File: src/rtl/button_bank_debouncer.sv
// Bank of independent push-button conditioners: synchroniser, debouncer, press lockout,
// long-press detection. Define BUTTON_AUTOREPEAT_EN to add auto-repeat press pulses after a long press.
module button_bank_debouncer #(
    parameter int NUM_BUTTONS    = 4,
    parameter int DEBOUNCE_BITS  = 11,
    parameter int LOCKOUT_CYCLES = 1000,
    parameter int HOLD_CYCLES    = 50000,
    parameter int REPEAT_CYCLES  = 10000
) (
    input  logic                   clk,
    input  logic                   reset,
    input  logic [NUM_BUTTONS-1:0] buttons_in,
    output logic [NUM_BUTTONS-1:0] state_out,
    output logic [NUM_BUTTONS-1:0] press_out,
    output logic [NUM_BUTTONS-1:0] release_out,
    output logic [NUM_BUTTONS-1:0] hold_out
);

    localparam int LOCK_W = (LOCKOUT_CYCLES > 0) ? $clog2(LOCKOUT_CYCLES + 1) : 1;
    localparam int HOLD_W = (HOLD_CYCLES > 1) ? $clog2(HOLD_CYCLES + 1) : 1;

    localparam logic [LOCK_W-1:0] LOCK_LOAD = LOCK_W'(LOCKOUT_CYCLES);
    localparam logic [HOLD_W-1:0] HOLD_MAX  = HOLD_W'(HOLD_CYCLES);
    localparam logic [HOLD_W-1:0] HOLD_PRE  = HOLD_W'(HOLD_CYCLES - 1);

    if (NUM_BUTTONS < 1 || NUM_BUTTONS > 32 || DEBOUNCE_BITS < 1 ||
        LOCKOUT_CYCLES < 0 || HOLD_CYCLES < 1 || REPEAT_CYCLES < 1) begin : g_bad_param
        $error("button_bank_debouncer: illegal parameter combination");
    end

`ifdef BUTTON_AUTOREPEAT_EN
    localparam int RPT_W = (REPEAT_CYCLES > 1) ? $clog2(REPEAT_CYCLES + 1) : 1;
    localparam logic [RPT_W-1:0] RPT_LAST = RPT_W'(REPEAT_CYCLES - 1);
`endif

    for (genvar g = 0; g < NUM_BUTTONS; g++) begin : g_ch
        logic                     sync1_q;
        logic                     sync2_q;
        logic [DEBOUNCE_BITS-1:0] stab_q;
        logic [DEBOUNCE_BITS-1:0] stab_d;
        logic                     state_q;
        logic                     state_d;
        logic [LOCK_W-1:0]        lock_q;
        logic [LOCK_W-1:0]        lock_d;
        logic [HOLD_W-1:0]        hold_q;
        logic [HOLD_W-1:0]        hold_d;
        logic                     press_q;
        logic                     press_d;
        logic                     release_q;
        logic                     release_d;
        logic                     hold_pulse_q;
        logic                     hold_pulse_d;
        logic                     rise;
        logic                     fall;
`ifdef BUTTON_AUTOREPEAT_EN
        logic [RPT_W-1:0]         rpt_q;
        logic [RPT_W-1:0]         rpt_d;
        logic                     rpt_fire;
`endif

        always_comb begin
            // Counter restarts on any sample that agrees with the current debounced level.
            stab_d  = '0;
            state_d = state_q;
            if (sync2_q != state_q) begin
                if (&stab_q) begin
                    state_d = ~state_q;
                end else begin
                    stab_d = stab_q + 1'b1;
                end
            end

            rise = state_d & ~state_q;
            fall = ~state_d & state_q;

            lock_d = lock_q;
            if (lock_q != '0) begin
                lock_d = lock_q - 1'b1;
            end

            press_d = 1'b0;
            if (rise && (lock_q == '0)) begin
                press_d = 1'b1;
                lock_d  = LOCK_LOAD;
            end

            release_d = fall;

            hold_d       = '0;
            hold_pulse_d = 1'b0;
            if (state_q) begin
                hold_d       = (hold_q == HOLD_MAX) ? hold_q : hold_q + 1'b1;
                hold_pulse_d = (hold_q == HOLD_PRE) && state_d;
            end

`ifdef BUTTON_AUTOREPEAT_EN
            // Repeats run only once the hold counter has saturated and never touch lockout.
            rpt_d    = '0;
            rpt_fire = 1'b0;
            if (state_q && state_d && (hold_q == HOLD_MAX)) begin
                if (rpt_q == RPT_LAST) begin
                    rpt_fire = 1'b1;
                end else begin
                    rpt_d = rpt_q + 1'b1;
                end
            end
            if (rpt_fire) begin
                press_d = 1'b1;
            end
`endif
        end

        always_ff @(posedge clk or posedge reset) begin
            if (reset) begin
                sync1_q      <= 1'b0;
                sync2_q      <= 1'b0;
                stab_q       <= '0;
                state_q      <= 1'b0;
                lock_q       <= '0;
                hold_q       <= '0;
                press_q      <= 1'b0;
                release_q    <= 1'b0;
                hold_pulse_q <= 1'b0;
            end else begin
                sync1_q      <= ~buttons_in[g];
                sync2_q      <= sync1_q;
                stab_q       <= stab_d;
                state_q      <= state_d;
                lock_q       <= lock_d;
                hold_q       <= hold_d;
                press_q      <= press_d;
                release_q    <= release_d;
                hold_pulse_q <= hold_pulse_d;
            end
        end

`ifdef BUTTON_AUTOREPEAT_EN
        always_ff @(posedge clk or posedge reset) begin
            if (reset) begin
                rpt_q <= '0;
            end else begin
                rpt_q <= rpt_d;
            end
        end
`endif

        assign state_out[g]   = state_q;
        assign press_out[g]   = press_q;
        assign release_out[g] = release_q;
        assign hold_out[g]    = hold_pulse_q;
    end

endmodule
File: config.mk
export PLATFORM = sky130hd
export DESIGN_NAME = button_bank_debouncer
export DESIGN_NICKNAME = d
export VERILOG_FILES = /design/src/rtl/button_bank_debouncer.sv
export SDC_FILE = /design/constraint.sdc
export NUM_CORES = 1
export LEC_CHECK = 0
export BUFFER_PORTS_ARGS = -buffer_cell sky130_fd_sc_hd__buf_2
export CAP_MARGIN = 15
export CORE_MARGIN = 3
export CORE_UTILIZATION = 63
export CTS_CLUSTER_DIAMETER = 60
export CTS_CLUSTER_SIZE = 30
export DETAILED_ROUTE_END_ITERATION = 6
export PLACE_DENSITY_LB_ADDON = 0.2
export SKIP_LAST_GASP = 1
export SYNTH_ARGS = -nofsm -noshare
export SYNTH_HDL_FRONTEND = slang
export SYNTH_SLANG_ARGS = --single-unit
File: constraint.sdc
create_clock -name clk -period 6.2 [get_ports clk]
set_clock_uncertainty 0.2 [all_clocks]
set_input_delay 0.62 -clock clk [delete_from_list [all_inputs] [get_ports clk]]
set_output_delay 0.62 -clock clk [all_outputs]
set_load 0.005 [all_outputs]
# After elaboration in Yosys (flattened, before gate mapping)
# Cells that the tools add are included.
word_totals:
  register_bits: 172
  latchBits: 0
  ram_bits: 0
  mem_bits_ro: 0
  output_inout_bits: 16
  word_cells: 148
  n_memories: 0
classes:
  add_sub_neg: 12
  mul: 0
  div_mod_pow: 0
  magnitude_cmp: 0
  n_eq_ne: 16
  shifts: 0
  mux: 40
  bitwise: 20
  reduce_logical: 24
ops:
  columns: ["cell", "n"]
  rows:
  - ["$eq 16x16->1 const B", 8]
  - ["$mux 16", 8]
  - ["$mux 11", 8]
  - ["$mux 10", 8]
  - ["$add 16x1->16 const B", 4]
  - ["$add 11x1->11 const B", 4]
  - ["$reduce_and 11->1", 4]
  - ["$logic_not 10->1", 4]
  - ["$reduce_bool 10->1", 4]
  - ["$sub 10x1->10 const B", 4]
  - ["$mux 1", 16]
  - ["$not 1->1", 12]
  - ["$and 1x1->1", 8]
  - ["$logic_and 1x1->1", 8]
  - ["$ne 2x2->1 const B", 4]
  - ["$reduce_bool 2->1", 4]
  - ["$ne 1x1->1", 4]

# Depth between registers and ports, before layout
logic_depth:
  word_depth: 6
  mapped_depth: 7

# Least setup slack after synthesis
# No wires, ideal clock.
synth_path:
  kind: "register -> register"
  start: "register g_ch[3].lock_q[0]"
  end: "register g_ch[3].lock_q[0]"
  arrival_ns: 1.795
  required_ns: 5.875
  setup_slack_ns: 4.080
  path_stages_with_launch: 7
  path_buffers: 1
  period_less_slack_ns: 2.120
  cell_sequence: "dfrtp_1 inv_1 ha_1 or4b_1 buf_2 or3_4 mux2_2"
synth_via:
  elab_chain_cells: 3
synth_rtl:
  columns: ["item", "line", "source"]
  rows:
  - ["start, declared", "43", "logic [LOCK_W-1:0] lock_q;"]
  - ["start signal, assigned", "129", "lock_q <= lock_d;"]
  - ["$sub 10x1->10 or $logic_not 10->1 (tied branches)", "78, 82", null]
  - ["$mux 10 or $logic_and 1x1->1 (tied branches)", "77, 82", null]
  - ["$mux 10 or $reduce_bool 2->1 (tied branches)", null, null]
# Parallel ways exist; a longest one is shown, timed or not. The select of a mux whose other input is x is not followed.
# A chain may end at the register's enable or synchronous reset.

# Worst setup path in the final report
layout_path:
  start: "register g_ch[3].state_q"
  end: "register g_ch[3].lock_q[0]"
layout_via:
  elab_chain_cells: 6
layout_rtl:
  columns: ["item", "line", "source"]
  rows:
  - ["start, declared", "41", "logic state_q;"]
  - ["start signal, assigned", "128", "state_q <= state_d;"]
  - ["$not 1->1", "67, 73", null]
  - ["$mux 1", "66", "if (&stab_q) begin"]
  - ["$mux 1", "65", "if (sync2_q != state_q) begin"]
  - ["$and 1x1->1 (*)", "73", "rise = state_d & ~state_q;"]
  - ["$logic_and 1x1->1 (*)", "82", "if (rise && (lock_q == '0)) begin"]
  - ["$mux 10 or $reduce_bool 2->1 (tied branches)", null, null]
# Mark *: on every way between the ends. The rest lies on a longest branch, timed or not.

==> run_results.csv <==
group,metric,value,unit
run_status,status,"finished, final reports clean",
floorplanning,start_util,65.7,%
sta,min_period_over_period,37.0,%
drt,avgRoutedWirePerCell,14.9,um
sta,max_slew.worst_pin.slew,873,ps
flow_run,maxCapViolCount,0,
critical_path,cp_max_fo,25,
yosys,synth.most_common_cell,"dfrtp_1",
yosys,synth_top_cell_by_area,"dfrtp_1",
sta,tns,0,ps
yosys,synthArstFlopShare,100,%
yosys,synth_cell_type_count,54,
sta,setup_viol,0,
final_layout,syn2layout_area_growth,9.10,%
cts,cts_made_buffers,17,
sta,maxSlewViolCount,0,
floorplanning,io_pins,22,
cts,clockRootBuffer,"clkbuf_16",
sta,finalHoldViolCount,0,
final_layout,nets,881,
sta,slew_headroom,41.3,%
yosys,ys.flop_type,"dfrtp_1",
global_route,grt_max_degree,122,
cts,clock-sinks,172,
yosys,synth_top_cells_by_count,"172 x dfrtp_1, 90 x nor2_1, 54 x xnor2_1",
min_path,hold_class,"in -> async",
global_route,overflow,0,
cts,clock_latency,430,ps
sta,max_freq,435,MHz
cts,tritoncts,"built",
drt,remaining_drc_errors,0,
final_layout,drive_above_1_share,7.72,%
critical_path,cp-end-kind,"register",
yosys,synthDominantCellAreaShare,50.9,%
yosys,synthCells,842,
global_route,grt_use_total,22.5,%
power_and_ir_drop,power_leakage,4.09,nW
placed_design,gp_congestion,0.830,
drt,drt-initial-drc-count,481,
drt,drt-vias-per-instance,5.81,
placed_design,dp_hpwl,10100,um
yosys,syn_area_per_cell,10.0,sq um
yosys,yosysSeqAreaShare,50.9,%
final_layout,n_antenna_cell,0,
drt,vias,6043,
global_route,grt_pass1_wl,27100,um
critical_path,worst_ep_required_time,6320,ps
yosys,ys_seq_elements,172,
cts,cts_resized,0,
yosys,synth_edf_count,0,
drt,routed.top_layer,"met4",
yosys,synth.area.top_cells,"dfrtp_1 51%, xnor2_1 5.6%, nor2_1 4.0%",
drt,drt_wl_total,15400,um
floorplanning,die_w,122,um
critical_path,cp_slowest_stage_delay,680,ps
global_route,first_global_vias,6000,
floorplanning,dieArea,0.0149,sq mm
power_and_ir_drop,power.density,242,mW/mm^2
floorplanning,die_y,122,um
drt,dr.pass1.iters,4,
floorplanning,rows,41,
power_and_ir_drop,vdd_drop_max,0.317,mV
floorplanning,core,0.0129,sq mm
sta,layout_setup_ws,3900,ps
cts,cts_buffer_depth,2,
placed_design,post-place-ws,3740,ps
yosys,netlist_area,0.00846,sq mm
yosys,yosys_warnings,0,
global_route,antenna_found_initial,0,
drt,wirelength_met1,7040,um
yosys,synth_nets,868,
drt,antenna_left,0,
critical_path,critical_path_class,"reg -> reg",
drt,route.met3.wl,405,um
critical_path,slowest_stage,"nor4_1",
cts,htree_levels,4,
sta,rsz0062_at_grt,"false",
drt,dr_wl_met2,7750,um
critical_path,cp-start-kind,"register",
sta,fin_crit,2300,ps
cts,path_clk_slew,60,ps
cts,hold_buffers,0,
critical_path,worst_ep_arrival_time,2420,ps
cts,postCtsSetupRepairBufs,0,
critical_path,crit_chain,"nand4b_1 -> nor4_1 -> nor2_4 -> mux2_2",
placed_design,io_buffers,21,
flip-flops by register name, indices dropped and copies added (netlist names):
signal / flops
g_ch.release_q: 4
g_ch.lock_q: 40
g_ch.hold_q: 64
g_ch.state_q: 4
g_ch.sync1_q: 4
g_ch.sync2_q: 4
g_ch.stab_q: 44
g_ch.hold_pulse_q: 4
g_ch.press_q: 4
placed cells by master (no fill, tap or decap), drive strengths merged, types with 17 or more instances in the layout:
master / n
dfrtp: 172
a21oi: 19
xnor2: 54
o21ai: 17
nand2: 50
nor2: 92
nand3: 52
clkbuf: 23
nor4: 31
xor2: 35
buf: 23
ha: 20
nand4: 26
inv: 45
nor3: 40
and2: 26
through the flow:
| stage | total power, mW | cell area (sq um) | cells | utilization [%] | hold WS [ps] |
|---|---|---|---|---|---|
| global route | 2.30 | 9230 | 1040 | 71.7 | 42.0 |
| global placement | 1.20 | 8620 | 1007 | 66.9 | 131 |
| finish | 2.23 | 9230 | 1040 | 71.7 | 20.2 |
| detailed placement | 1.21 | 8620 | 1007 | 66.9 | 147 |
| CTS | 2.25 | 9200 | 1039 | 71.5 | 107 |
| floorplan | 1.19 | 8460 | 842 | - | 131 |
path summary, 6_finish.rpt:
| check | from | to | slack (ps) | cells after the start |
|---|---|---|---|---|
| hold reg to reg | g_ch[0].sync1_q | g_ch[0].sync2_q | 150 | 0 |
| min in group clk | buttons_in[2] | g_ch[2].sync1_q | 120 | 2 |
| setup / recovery | g_ch[3].state_q | g_ch[3].lock_q[0] | 3900 | 4 |
| max in group asynchronous | reset | g_ch[3].stab_q[2] | 4750 | 3 |
| hold / removal | reset | g_ch[1].hold_pulse_q | 20 | 2 |
| setup reg to reg | g_ch[3].state_q | g_ch[3].lock_q[0] | 3900 | 4 |
critical path: cells and delay by family (launching register included):
kind	cells	cell delay [ps]
multiplexers	1	300
AND/OR/NAND/NOR	3	1070
flip-flops	1	620
routing by layer:
metal / vias to the layer above / global-route usage, %
met5: - / 0
met4: 0 / 7.98
met3: 23 / 5.01
met2: 72 / 37.3
met1: 2986 / 29.6
li1: 2962 / -
final cells by class:
| cell class | instances | area [sq um] |
|---|---|---|
| Tap cell | 172 | 215 |
| Clock inverter | 9 | 114 |
| Fill cell | 945 | 3650 |
| Multi-Input combinational cell | 594 | 3810 |
| Sequential cell | 172 | 4300 |
| Clock buffer | 23 | 468 |
| Timing Repair Buffer | 23 | 140 |
| Inverter | 47 | 181 |
kinds of logic (layout without fill, tap and decap cells):
| kind of cell | Yosys count | count (layout) | share of synthesized area (%) |
|---|---|---|---|
| compound gates | 70 | 70 | 5.34 |
| xor+xnor | 89 | 89 | 9.21 |
| fa+ha+maj | 20 | 20 | 2.96 |
| buf+inv | 76 | 102 | 4.13 |
| flops | 172 | 172 | 50.9 |
| mux | 17 | 17 | 2.10 |
| simple gates | 398 | 398 | 25.4 |
where the power goes:
| part | leakage [nW] | switching [mW] | internal [mW] |
|---|---|---|---|
| clock network | 0.274 | 0.430 | 0.615 |
| registers | 2.38 | 0.00949 | 1.13 |
| logic | 1.44 | 0.0326 | 0.0114 |
(Power assumes the default switching activity.)
